--- src/rtl/id_ex_hazard_stage_if.sv ---
// ID -> ID/EX stage bundle: decoded ID-side inputs, registered EX-side outputs and stall.
// The DUT takes the slave modport; whoever drives ID and EX-flush uses master.
interface id_ex_hazard_stage_if #(
  parameter int unsigned XLEN    = 32,
  parameter int unsigned ALUOP_W = 4
);
  logic               ifIdValid;
  logic [XLEN-1:0]    ifIdPc;
  logic [4:0]         ifIdRs1;
  logic [4:0]         ifIdRs2;
  logic [4:0]         ifIdRd;
  logic               usesRs1;
  logic               usesRs2;
  logic [XLEN-1:0]    rdData1;
  logic [XLEN-1:0]    rdData2;
  logic [XLEN-1:0]    immIn;
  logic               ctrlRegWrite;
  logic               ctrlMemRead;
  logic               ctrlMemWrite;
  logic               ctrlMemToReg;
  logic               ctrlAluSrc;
  logic [ALUOP_W-1:0] ctrlAluOp;
  logic               exFlush;

  logic               stall;
  logic               idExValid;
  logic [XLEN-1:0]    idExPc;
  logic [4:0]         idExRs1;
  logic [4:0]         idExRs2;
  logic [4:0]         idExRd;
  logic [XLEN-1:0]    idExData1;
  logic [XLEN-1:0]    idExData2;
  logic [XLEN-1:0]    idExImm;
  logic               idExRegWrite;
  logic               idExMemRead;
  logic               idExMemWrite;
  logic               idExMemToReg;
  logic               idExAluSrc;
  logic [ALUOP_W-1:0] idExAluOp;

  modport master (
    output ifIdValid, ifIdPc, ifIdRs1, ifIdRs2, ifIdRd, usesRs1, usesRs2,
           rdData1, rdData2, immIn, ctrlRegWrite, ctrlMemRead, ctrlMemWrite,
           ctrlMemToReg, ctrlAluSrc, ctrlAluOp, exFlush,
    input  stall, idExValid, idExPc, idExRs1, idExRs2, idExRd, idExData1,
           idExData2, idExImm, idExRegWrite, idExMemRead, idExMemWrite,
           idExMemToReg, idExAluSrc, idExAluOp
  );

  modport slave (
    input  ifIdValid, ifIdPc, ifIdRs1, ifIdRs2, ifIdRd, usesRs1, usesRs2,
           rdData1, rdData2, immIn, ctrlRegWrite, ctrlMemRead, ctrlMemWrite,
           ctrlMemToReg, ctrlAluSrc, ctrlAluOp, exFlush,
    output stall, idExValid, idExPc, idExRs1, idExRs2, idExRd, idExData1,
           idExData2, idExImm, idExRegWrite, idExMemRead, idExMemWrite,
           idExMemToReg, idExAluSrc, idExAluOp
  );
endinterface

--- src/rtl/id_ex_hazard_stage.sv ---
// ID/EX pipeline register with load-use stall and bubble insertion on stall or EX flush.
// Optional: define BUBBLE_COUNT_EN to add a saturating 16-bit bubbleCount output.
module id_ex_hazard_stage #(
  parameter int unsigned XLEN    = 32,
  parameter int unsigned ALUOP_W = 4
) (
  input  logic                 clk,
  input  logic                 rst_n,
  id_ex_hazard_stage_if.slave  bus
`ifdef BUBBLE_COUNT_EN
  ,
  output logic [15:0]          bubbleCount
`endif
);

  logic               valid_q, valid_d;
  logic [XLEN-1:0]    pc_q, pc_d;
  logic [4:0]         rs1_q, rs1_d;
  logic [4:0]         rs2_q, rs2_d;
  logic [4:0]         rd_q, rd_d;
  logic [XLEN-1:0]    data1_q, data1_d;
  logic [XLEN-1:0]    data2_q, data2_d;
  logic [XLEN-1:0]    imm_q, imm_d;
  logic               reg_write_q, reg_write_d;
  logic               mem_read_q, mem_read_d;
  logic               mem_write_q, mem_write_d;
  logic               mem_to_reg_q, mem_to_reg_d;
  logic               alu_src_q, alu_src_d;
  logic [ALUOP_W-1:0] alu_op_q, alu_op_d;

  logic hazard;
  logic stall;
  logic load_bubble;

  // Only a load already in EX can fail to forward; rd = 0 never produces a value.
  assign hazard = valid_q & mem_read_q & (rd_q != 5'd0) & bus.ifIdValid &
                  ((bus.usesRs1 & (rd_q == bus.ifIdRs1)) |
                   (bus.usesRs2 & (rd_q == bus.ifIdRs2)));
  assign stall       = hazard & ~bus.exFlush;
  assign load_bubble = stall | bus.exFlush;

  always_comb begin
    valid_d      = 1'b0;
    pc_d         = '0;
    rs1_d        = '0;
    rs2_d        = '0;
    rd_d         = '0;
    data1_d      = '0;
    data2_d      = '0;
    imm_d        = '0;
    reg_write_d  = 1'b0;
    mem_read_d   = 1'b0;
    mem_write_d  = 1'b0;
    mem_to_reg_d = 1'b0;
    alu_src_d    = 1'b0;
    alu_op_d     = '0;
    if (!load_bubble) begin
      valid_d = bus.ifIdValid;
      pc_d    = bus.ifIdPc;
      rs1_d   = bus.ifIdRs1;
      rs2_d   = bus.ifIdRs2;
      rd_d    = bus.ifIdRd;
      data1_d = bus.rdData1;
      data2_d = bus.rdData2;
      imm_d   = bus.immIn;
      // An invalid ID slot still moves its fields but carries no control.
      if (bus.ifIdValid) begin
        reg_write_d  = bus.ctrlRegWrite;
        mem_read_d   = bus.ctrlMemRead;
        mem_write_d  = bus.ctrlMemWrite;
        mem_to_reg_d = bus.ctrlMemToReg;
        alu_src_d    = bus.ctrlAluSrc;
        alu_op_d     = bus.ctrlAluOp;
      end
    end
  end

  always_ff @(posedge clk or negedge rst_n) begin
    if (!rst_n) begin
      valid_q      <= 1'b0;
      pc_q         <= '0;
      rs1_q        <= '0;
      rs2_q        <= '0;
      rd_q         <= '0;
      data1_q      <= '0;
      data2_q      <= '0;
      imm_q        <= '0;
      reg_write_q  <= 1'b0;
      mem_read_q   <= 1'b0;
      mem_write_q  <= 1'b0;
      mem_to_reg_q <= 1'b0;
      alu_src_q    <= 1'b0;
      alu_op_q     <= '0;
    end else begin
      valid_q      <= valid_d;
      pc_q         <= pc_d;
      rs1_q        <= rs1_d;
      rs2_q        <= rs2_d;
      rd_q         <= rd_d;
      data1_q      <= data1_d;
      data2_q      <= data2_d;
      imm_q        <= imm_d;
      reg_write_q  <= reg_write_d;
      mem_read_q   <= mem_read_d;
      mem_write_q  <= mem_write_d;
      mem_to_reg_q <= mem_to_reg_d;
      alu_src_q    <= alu_src_d;
      alu_op_q     <= alu_op_d;
    end
  end

  assign bus.stall        = stall;
  assign bus.idExValid    = valid_q;
  assign bus.idExPc       = pc_q;
  assign bus.idExRs1      = rs1_q;
  assign bus.idExRs2      = rs2_q;
  assign bus.idExRd       = rd_q;
  assign bus.idExData1    = data1_q;
  assign bus.idExData2    = data2_q;
  assign bus.idExImm      = imm_q;
  assign bus.idExRegWrite = reg_write_q;
  assign bus.idExMemRead  = mem_read_q;
  assign bus.idExMemWrite = mem_write_q;
  assign bus.idExMemToReg = mem_to_reg_q;
  assign bus.idExAluSrc   = alu_src_q;
  assign bus.idExAluOp    = alu_op_q;

`ifdef BUBBLE_COUNT_EN
  logic [15:0] bubble_cnt_q, bubble_cnt_d;

  always_comb begin
    bubble_cnt_d = bubble_cnt_q;
    if (load_bubble && (bubble_cnt_q != 16'hFFFF)) begin
      bubble_cnt_d = bubble_cnt_q + 16'd1;
    end
  end

  always_ff @(posedge clk or negedge rst_n) begin
    if (!rst_n) begin
      bubble_cnt_q <= '0;
    end else begin
      bubble_cnt_q <= bubble_cnt_d;
    end
  end

  assign bubbleCount = bubble_cnt_q;
`endif

endmodule
--- src/flat_wrapper.sv ---
// flat-port wrapper written by rule: the top's interface ports become plain ports
module id_ex_hazard_stage_flat 
#(
  parameter int unsigned XLEN    = 32,
  parameter int unsigned ALUOP_W = 4
)
  (clk, rst_n, bus_ifIdValid, bus_ifIdPc, bus_ifIdRs1, bus_ifIdRs2, bus_ifIdRd, bus_usesRs1, bus_usesRs2, bus_rdData1, bus_rdData2, bus_immIn, bus_ctrlRegWrite, bus_ctrlMemRead, bus_ctrlMemWrite, bus_ctrlMemToReg, bus_ctrlAluSrc, bus_ctrlAluOp, bus_exFlush, bus_stall, bus_idExValid, bus_idExPc, bus_idExRs1, bus_idExRs2, bus_idExRd, bus_idExData1, bus_idExData2, bus_idExImm, bus_idExRegWrite, bus_idExMemRead, bus_idExMemWrite, bus_idExMemToReg, bus_idExAluSrc, bus_idExAluOp);
  id_ex_hazard_stage_if #(.XLEN(XLEN), .ALUOP_W(ALUOP_W)) bus_i ();
  input  logic clk;
  input  logic rst_n;
  input wire logic [$bits(bus_i.ifIdValid)-1:0] bus_ifIdValid;
  input wire logic [$bits(bus_i.ifIdPc)-1:0] bus_ifIdPc;
  input wire logic [$bits(bus_i.ifIdRs1)-1:0] bus_ifIdRs1;
  input wire logic [$bits(bus_i.ifIdRs2)-1:0] bus_ifIdRs2;
  input wire logic [$bits(bus_i.ifIdRd)-1:0] bus_ifIdRd;
  input wire logic [$bits(bus_i.usesRs1)-1:0] bus_usesRs1;
  input wire logic [$bits(bus_i.usesRs2)-1:0] bus_usesRs2;
  input wire logic [$bits(bus_i.rdData1)-1:0] bus_rdData1;
  input wire logic [$bits(bus_i.rdData2)-1:0] bus_rdData2;
  input wire logic [$bits(bus_i.immIn)-1:0] bus_immIn;
  input wire logic [$bits(bus_i.ctrlRegWrite)-1:0] bus_ctrlRegWrite;
  input wire logic [$bits(bus_i.ctrlMemRead)-1:0] bus_ctrlMemRead;
  input wire logic [$bits(bus_i.ctrlMemWrite)-1:0] bus_ctrlMemWrite;
  input wire logic [$bits(bus_i.ctrlMemToReg)-1:0] bus_ctrlMemToReg;
  input wire logic [$bits(bus_i.ctrlAluSrc)-1:0] bus_ctrlAluSrc;
  input wire logic [$bits(bus_i.ctrlAluOp)-1:0] bus_ctrlAluOp;
  input wire logic [$bits(bus_i.exFlush)-1:0] bus_exFlush;
  output wire logic [$bits(bus_i.stall)-1:0] bus_stall;
  output wire logic [$bits(bus_i.idExValid)-1:0] bus_idExValid;
  output wire logic [$bits(bus_i.idExPc)-1:0] bus_idExPc;
  output wire logic [$bits(bus_i.idExRs1)-1:0] bus_idExRs1;
  output wire logic [$bits(bus_i.idExRs2)-1:0] bus_idExRs2;
  output wire logic [$bits(bus_i.idExRd)-1:0] bus_idExRd;
  output wire logic [$bits(bus_i.idExData1)-1:0] bus_idExData1;
  output wire logic [$bits(bus_i.idExData2)-1:0] bus_idExData2;
  output wire logic [$bits(bus_i.idExImm)-1:0] bus_idExImm;
  output wire logic [$bits(bus_i.idExRegWrite)-1:0] bus_idExRegWrite;
  output wire logic [$bits(bus_i.idExMemRead)-1:0] bus_idExMemRead;
  output wire logic [$bits(bus_i.idExMemWrite)-1:0] bus_idExMemWrite;
  output wire logic [$bits(bus_i.idExMemToReg)-1:0] bus_idExMemToReg;
  output wire logic [$bits(bus_i.idExAluSrc)-1:0] bus_idExAluSrc;
  output wire logic [$bits(bus_i.idExAluOp)-1:0] bus_idExAluOp;
  assign bus_i.ifIdValid = bus_ifIdValid;
  assign bus_i.ifIdPc = bus_ifIdPc;
  assign bus_i.ifIdRs1 = bus_ifIdRs1;
  assign bus_i.ifIdRs2 = bus_ifIdRs2;
  assign bus_i.ifIdRd = bus_ifIdRd;
  assign bus_i.usesRs1 = bus_usesRs1;
  assign bus_i.usesRs2 = bus_usesRs2;
  assign bus_i.rdData1 = bus_rdData1;
  assign bus_i.rdData2 = bus_rdData2;
  assign bus_i.immIn = bus_immIn;
  assign bus_i.ctrlRegWrite = bus_ctrlRegWrite;
  assign bus_i.ctrlMemRead = bus_ctrlMemRead;
  assign bus_i.ctrlMemWrite = bus_ctrlMemWrite;
  assign bus_i.ctrlMemToReg = bus_ctrlMemToReg;
  assign bus_i.ctrlAluSrc = bus_ctrlAluSrc;
  assign bus_i.ctrlAluOp = bus_ctrlAluOp;
  assign bus_i.exFlush = bus_exFlush;
  assign bus_stall = bus_i.stall;
  assign bus_idExValid = bus_i.idExValid;
  assign bus_idExPc = bus_i.idExPc;
  assign bus_idExRs1 = bus_i.idExRs1;
  assign bus_idExRs2 = bus_i.idExRs2;
  assign bus_idExRd = bus_i.idExRd;
  assign bus_idExData1 = bus_i.idExData1;
  assign bus_idExData2 = bus_i.idExData2;
  assign bus_idExImm = bus_i.idExImm;
  assign bus_idExRegWrite = bus_i.idExRegWrite;
  assign bus_idExMemRead = bus_i.idExMemRead;
  assign bus_idExMemWrite = bus_i.idExMemWrite;
  assign bus_idExMemToReg = bus_i.idExMemToReg;
  assign bus_idExAluSrc = bus_i.idExAluSrc;
  assign bus_idExAluOp = bus_i.idExAluOp;
  id_ex_hazard_stage #(.XLEN(XLEN), .ALUOP_W(ALUOP_W)) u_core (.clk(clk), .rst_n(rst_n), .bus(bus_i));
endmodule
--- config.mk ---
export PLATFORM = sky130hd
export DESIGN_NAME = id_ex_hazard_stage_flat
export DESIGN_NICKNAME = d
export VERILOG_FILES = /design/src/rtl/id_ex_hazard_stage_if.sv /design/src/rtl/id_ex_hazard_stage.sv /design/src/flat_wrapper.sv
export SDC_FILE = /design/constraint.sdc
export NUM_CORES = 1
export LEC_CHECK = 0
export ABC_AREA = 1
export CORE_AREA = 4 4 130 132
export DETAILED_ROUTE_END_ITERATION = 8
export DIE_AREA = 0 0 134 136
export PLACE_DENSITY = 0.85
export SETUP_SLACK_MARGIN = 0.2
export SLEW_MARGIN = 15
export SYNTH_ARGS = -nofsm -noshare
export SYNTH_HDL_FRONTEND = slang
export SYNTH_SLANG_ARGS = --single-unit
export TNS_END_PERCENT = 5
--- constraint.sdc ---
create_clock -name clk -period 1.4 [get_ports clk]
set_input_delay 0.28 -clock clk [delete_from_list [all_inputs] [get_ports clk]]
set_output_delay 0.28 -clock clk [all_outputs]
set_load 0.01 [all_outputs]
==> key figures, run 1 <==
Floorplan
  • CORE AREA: 15,700 um2
  • Initial Util: 0.336
  • I/O pin count: 312
  • Die Ht: 136 um
  • Row cnt: 46
  • Die area: 18,200 um2
  • Die Wd: 134 um

Placement
  • DP Area: 8790 um2
  • Pre-CTS WS: -893 ps
  • GPL Wtd Cong: 0.803
  • DP HPWL: 12,400 um
  • Port Buffers: 311

STA
  • Slew @ Worst Pin: 394 ps
  • Setup tns final: -50,890 ps
  • RSZ-0062 raised after global routing: yes
  • Tightest hold margin: 363 ps
  • Min cycle time layout: 1850 ps
  • Setup Skew: 10.9 ps
  • Fmax: 540 MHz
  • Final setup viols: 155
  • Fin. max-slew vios: 0
  • Final period utilization: 1.32
  • Final Hold Fails: 0
  • PnR worst setup slack: -451 ps
  • Worst slew margin: 0.737

Synth
  • Synth Instances: 527
  • Sequential area share after synthesis: 0.725
  • Ranking of synthesized cells by area: dfrtp_1, nor2_1, inv_1
  • XOR/XNOR Fraction of Synth Area: 0
  • Netlist cell types: 11
  • FF+latch count, synth: 153
  • Mux contribution to synthesized area: 0
  • Yosys top cell area share: 0.725
  • YS warnings: 0
  • Average instance area after synthesis: 10.0 um2
  • Post-synth top area cell: dfrtp_1
  • Adder-cell share of the synthesized area: 0
  • Synthesized Nets: 685
  • Mapped Area: 5280 um2
  • Largest family of logic cells by synthesized area: simple AND/OR/NAND/NOR gates
  • Post-synthesis simple-gate area fraction: 0.149
  • Post-synthesis compound-gate area fraction: 0

Setup path
  • Worst r2r src: u_core.bus.idExRd[1]
  • CP arrival: 1570 ps
  • Worst setup path startpoint: u_core.bus.idExRd[1]
  • Critical path startpoint category: flop
  • Setup crit end kind: output port
  • Critical path class: flop to output port
  • CP Data Required Time: 1120 ps
  • Worst-path maximum fanout: 4

Global routing
  • Gr usage total: 0.189
  • Antenna violations before repair: 0
  • Vias in the first global route: 4,797
  • First-pass GRT wire length: 26,000 um
  • Pin count of the biggest net entering global routing: 35
  • Global route total overflow: 0

Pwr
  • Net Switching: 2.61 mW
  • Int Power: 8.26 mW
  • Peak supply drop: 803 uV
  • Switching share of power: 0.240
  • Total power: 10.9 mW
  • Sequential fraction of design power: 0.436
  • P per Cell Area: 1130 nW/um2
  • Leak: 5.27 nW
  • Part of the power in the clock network: 0.418
  • Gate power share: 0.146

Clocking
  • Root buf cell: clkbuf_16
  • CTS Buf Count: 17
  • Max H-tree Level: 4
  • Clock Path Buffers: 2
  • Worst-path clk slew: 60 ps
  • Worst skew pair latency: 410 ps
  • CTS tree: built
  • # clock sinks: 153

Routing
  • Routed Antenna Nets: 0
  • DR WL/cell: 15.7 um
  • Initial drt markers: 172
  • First drt pass iteration count: 6
  • Drc violations: 0
  • WL final: 17,400 um
  • Vias: 4,482
  • Vias/cell: 4.05

Layout
  • Layout Nets: 1,035
  • Final Cell Area: 9600 um2
  • Antenna diodes: 0
  • Synthesis-to-finish area growth: 81.8%
  • Layout cells sized above 1: 0.284

Outcome
  • Failing checks: setup timing
  • Status: finished with violations

Hold path
  • Hold Crit Class: primary input to asynchronous set/reset pin

Run
  • Number of max-cap violations: 0
-- power groups by stage --
stage | Combinational [mW] | Sequential, mW | Clock (mW)
final | 1.59 | 4.73 | 4.54
after detailed placement | 1.53 | 4.79 | 0
after global routing | 1.72 | 4.76 | 4.83
after CTS | 1.51 | 4.72 | 4.64
after global placement | 1.50 | 4.78 | 0
after floorplan | 0.278 | 4.91 | 0
-- worst max-delay path, stage by stage, from the launching register on --
cell and delay, ps:
dfrtp_1 410, inv_2 70, nand2_1 60, nand2_1 50, nor2_1 120, nand3_1 90, nand2_2 90, nand2_4 50
nor2_2 80, buf_2 140
-- cell usage after synthesis --
master,n
nor2_1,163
buf_4,8
nand4_1,2
nand3_1,2
dfrtp_1,153
buf_2,8
inv_1,148
nand2_1,39
clkbuf_1,1
inv_2,2
nand2_2,1
-- cells by family after synthesis --
| family | Yosys count |
|---|---|
| buffers and inverters | 167 |
| AND/OR/NAND/NOR | 207 |
| flip-flops | 153 |
-- final timing paths --
check | cells past startpoint | endpoint | slack [ps]
max | 9 | bus_stall | -450
min | 2 | u_core.bus.idExAluOp[3] | 360
max reg2reg | 13 | u_core.bus.idExData2[12] | -390
min reg2reg | 8 | u_core.bus.idExData1[25] | 1250
max in group asynchronous | 3 | u_core.bus.idExData2[30] | 540
min in group clk | 3 | u_core.bus.idExImm[8] | 380
-- through the flow --
step / utilization / std cells
2_1_floorplan: - / 527
3_3_place_gp: 0.560 / 1057
3_5_place_dp: 0.560 / 1057
4_1_cts: 0.586 / 1102
5_1_grt: 0.611 / 1106
6_report: 0.611 / 1106
-- timing repair --
item / 4_1_cts / 5_1_grt
hold buffers: 1 / 0
setup endpoints to repair: 307 / 307
gates resized for setup: 691 / 70
cloned: 7 / 1
buffers inserted: 5 / 3
pin swaps: 1 / 3
hold endpoints to repair: 27 / 0
-- registers in the layout, summed over array words and instances (netlist names) --
register,cells
u_core.bus.idExRd,5
u_core.bus.idExMemToReg,1
u_core.bus.idExData1,32
u_core.bus.idExAluSrc,1
u_core.bus.idExRegWrite,1
u_core.bus.idExMemRead,1
u_core.bus.idExMemWrite,1
u_core.bus.idExRs1,5
u_core.bus.idExAluOp,4
u_core.bus.idExImm,32
u_core.bus.idExRs2,5
u_core.bus.idExPc,32
u_core.bus.idExData2,32
u_core.bus.idExValid,1
-- layout make-up --
type	count	area, um2
clock buffers	19	443
well taps	216	270
fillers	1229	6110
clock inverters	13	146
multi-input cells	208	893
flip-flops and latches	153	3830
inverters	150	563
repair buffers	347	3460
-- cells in the final DEF (no fill, tap or decap), types with 4 or more instances in the layout --
| cell | n |
|---|---|
| buf_4 | 8 |
| inv_2 | 4 |
| clkdlybuf4s50_1 | 156 |
| inv_1 | 146 |
| buf_6 | 90 |
| clkbuf_16 | 18 |
| clkinv_4 | 5 |
| buf_2 | 72 |
| nor2_1 | 142 |
| buf_12 | 8 |
| dfrtp_1 | 150 |
| buf_16 | 8 |
| nand2_1 | 37 |
| nor2_2 | 19 |
-- per-layer routing --
layer / vias up / global-route usage / share of wire
met5: - / 0 / 0
met4: 0 / 0.0760 / 0.029
met3: 32 / 0.0681 / 0.094
met2: 220 / 0.339 / 0.52
met1: 2086 / 0.203 / 0.36
li1: 2144 / - / -
(Power assumes the default switching activity.)
==> run 2, diff against run 1 <==
MAX_ROUTING_LAYER = met4   (was default)
==> run 2 against run 1 <==
  * The run still ends with setup timing left
  * Count of clock-buffer cells in the layout is the same
  * Critical path depth unchanged
  * Via count grew 0.40%
  * Non-clock buffer count is the same
  * Critical path type unchanged
  * Highest routed layer unchanged
==> key figures, run 2 (synthesis results as in run 1) <==
STA
  • Fin. max-slew vios: 0
  • Slew @ Worst Pin: 378 ps
  • Worst slew margin: 0.748
  • Final period utilization: 1.33
  • Tightest hold margin: 338 ps
  • Min cycle time layout: 1860 ps
  • PnR worst setup slack: -462 ps
  • Fmax: 537 MHz
  • Setup tns final: -51,870 ps
  • Final setup viols: 155
  • RSZ-0062 raised after global routing: yes
  • Setup Skew: 10.3 ps
  • Final Hold Fails: 0

Setup path
  • Reg2Reg Capture Point: u_core.bus.idExData2[31]
  • Critical path startpoint category: flop
  • Setup crit end kind: output port
  • Worst R2R Setup Slack: -390 ps
  • Worst path cell trace: inv_2 > nand2_1 > nand2_1 > nor2_1 > nand3_1 > nand2_2 > nand2_4 > nor2_2 > buf_2
  • Register-to-Register Path Depth: 13
  • Worst-path maximum fanout: 4
  • Critical path class: flop to output port
  • Most used cell, CP: nand2_1
  • CP top delay family: simple AND/OR/NAND/NOR gates
  • Worst r2r src: u_core.bus.idExRd[1]
  • CP Data Required Time: 1120 ps
  • CP arrival: 1580 ps
  • Worst stage delay on the critical path: 410 ps
  • CP max-delay cell: dfrtp_1
  • Worst Path Buf+Inv: 2

Pwr
  • Gate power share: 0.146
  • Leak: 5.26 nW
  • Int Power: 8.25 mW
  • Peak supply drop: 803 uV
  • Sequential fraction of design power: 0.436
  • Switching share of power: 0.240
  • Net Switching: 2.61 mW
  • Part of the power in the clock network: 0.418
  • P per Cell Area: 1140 nW/um2

Clocking
  • # clock sinks: 153
  • Max H-tree Level: 4
  • CTS tree: built
  • CTS Buf Count: 17
  • Clock Path Buffers: 2
  • Worst skew pair latency: 410 ps
  • Worst-path clk slew: 60 ps
  • Root buf cell: clkbuf_16

Floorplan
  • Row cnt: 46
  • Die area: 18,200 um2
  • Initial Util: 0.336
  • CORE AREA: 15,700 um2
  • I/O pin count: 312
  • Die Wd: 134 um
  • Die Ht: 136 um

Routing
  • DR WL/cell: 15.7 um
  • Vias: 4,500
  • WL final: 17,300 um
  • Vias/cell: 4.07
  • Drc violations: 0
  • Routed Antenna Nets: 0
  • Initial drt markers: 163
  • First drt pass iteration count: 7

Global routing
  • Vias in the first global route: 4,815
  • Pin count of the biggest net entering global routing: 35
  • Gr usage total: 0.195
  • Global route total overflow: 0
  • First-pass GRT wire length: 25,900 um
  • Antenna violations before repair: 0

Layout
  • Most frequent cells in the layout: clkdlybuf4s50_1, dfrtp_1, inv_1
  • Antenna diodes: 0
  • Commonest non-fill, non-tap cell in the layout: clkdlybuf4s50_1
  • Synthesis-to-finish area growth: 81.0%
  • Layout cells sized above 1: 0.284
  • Fin cells: 1,106
  • Layout Nets: 1,035

Placement
  • Port Buffers: 311
  • GPL Wtd Cong: 0.815
  • Placed Instances: 1,057
  • DP HPWL: 12,400 um

Outcome
  • Status: finished with violations
  • Failing checks: setup timing

Hold path
  • Hold Crit Class: primary input to asynchronous set/reset pin

Run
  • Number of max-cap violations: 0
==> run 2: stage by stage <==
stage               utilization  area [um2]  power (mW)  setup slack, ps
floorplan                     -        5290        5.19             18.3
detailed placement        0.560        8790        6.32             -893
global route              0.608        9560        11.3             -575
finish                    0.608        9560        10.9             -462
CTS                       0.586        9200        10.9             -512
global placement          0.560        8790        6.28             -877
==> run 2: repair_timing <==
action	CTS	global route
hold endpoints to repair	27	0
hold buffers	1	0
cloned	7	1
gates resized for setup	691	62
endpoints found under the setup margin	307	307
setup buffers	5	3
pin swaps	1	3
==> run 2: how the worst max path moves through the flow <==
stage                                  to                  from  depth (start not counted)
floorplan           u_core.bus.idExRs1[0]  u_core.bus.idExRd[1]                         11
global placement                bus_stall        bus_ifIdRs2[3]                         10
detailed placement              bus_stall        bus_ifIdRs1[3]                         10
CTS                             bus_stall  u_core.bus.idExRd[1]                          9
global route                    bus_stall  u_core.bus.idExRd[1]                          9
finish                          bus_stall  u_core.bus.idExRd[1]                          9
==> run 2: per-layer routing <==
| layer | track usage | routed length (um) |
|---|---|---|
| met3 | 0.0544 | 1380 |
| met1 | 0.213 | 6450 |
| met4 | 0.0737 | 484 |
| met2 | 0.339 | 9020 |
| met5 | - | 0 |
==> run 2: power by group through the flow <==
stage                     logic [mW]  clock network, mW  registers, mW
final                           1.58               4.54           4.73
after global routing            1.71               4.82           4.75
after CTS                       1.51               4.64           4.72
after detailed placement        1.53                  0           4.79
after global placement          1.50                  0           4.78
after floorplan                0.278                  0           4.91
==> run 2: final cells by class <==
class                      count  area (um2)
tap                          216         270
multi-input combinational    208         893
fill                        1234        6150
clock buffer                  19         443
clock inverter                13         146
sequential                   153        3830
inverter                     150         563
timing repair buffer         347        3410
==> run 2: worst register-to-register path, cell delays in order (launching register included) <==
cell and delay, ps:
dfrtp_1 410, inv_2 70, nand2_1 60, nand2_1 50, nor2_1 120, nand3_1 90, nand2_2 90, nand2_4 50
buf_4 140, buf_8 130, nand2_8 150, buf_6 140, clkbuf_16 130, nor2_1 40
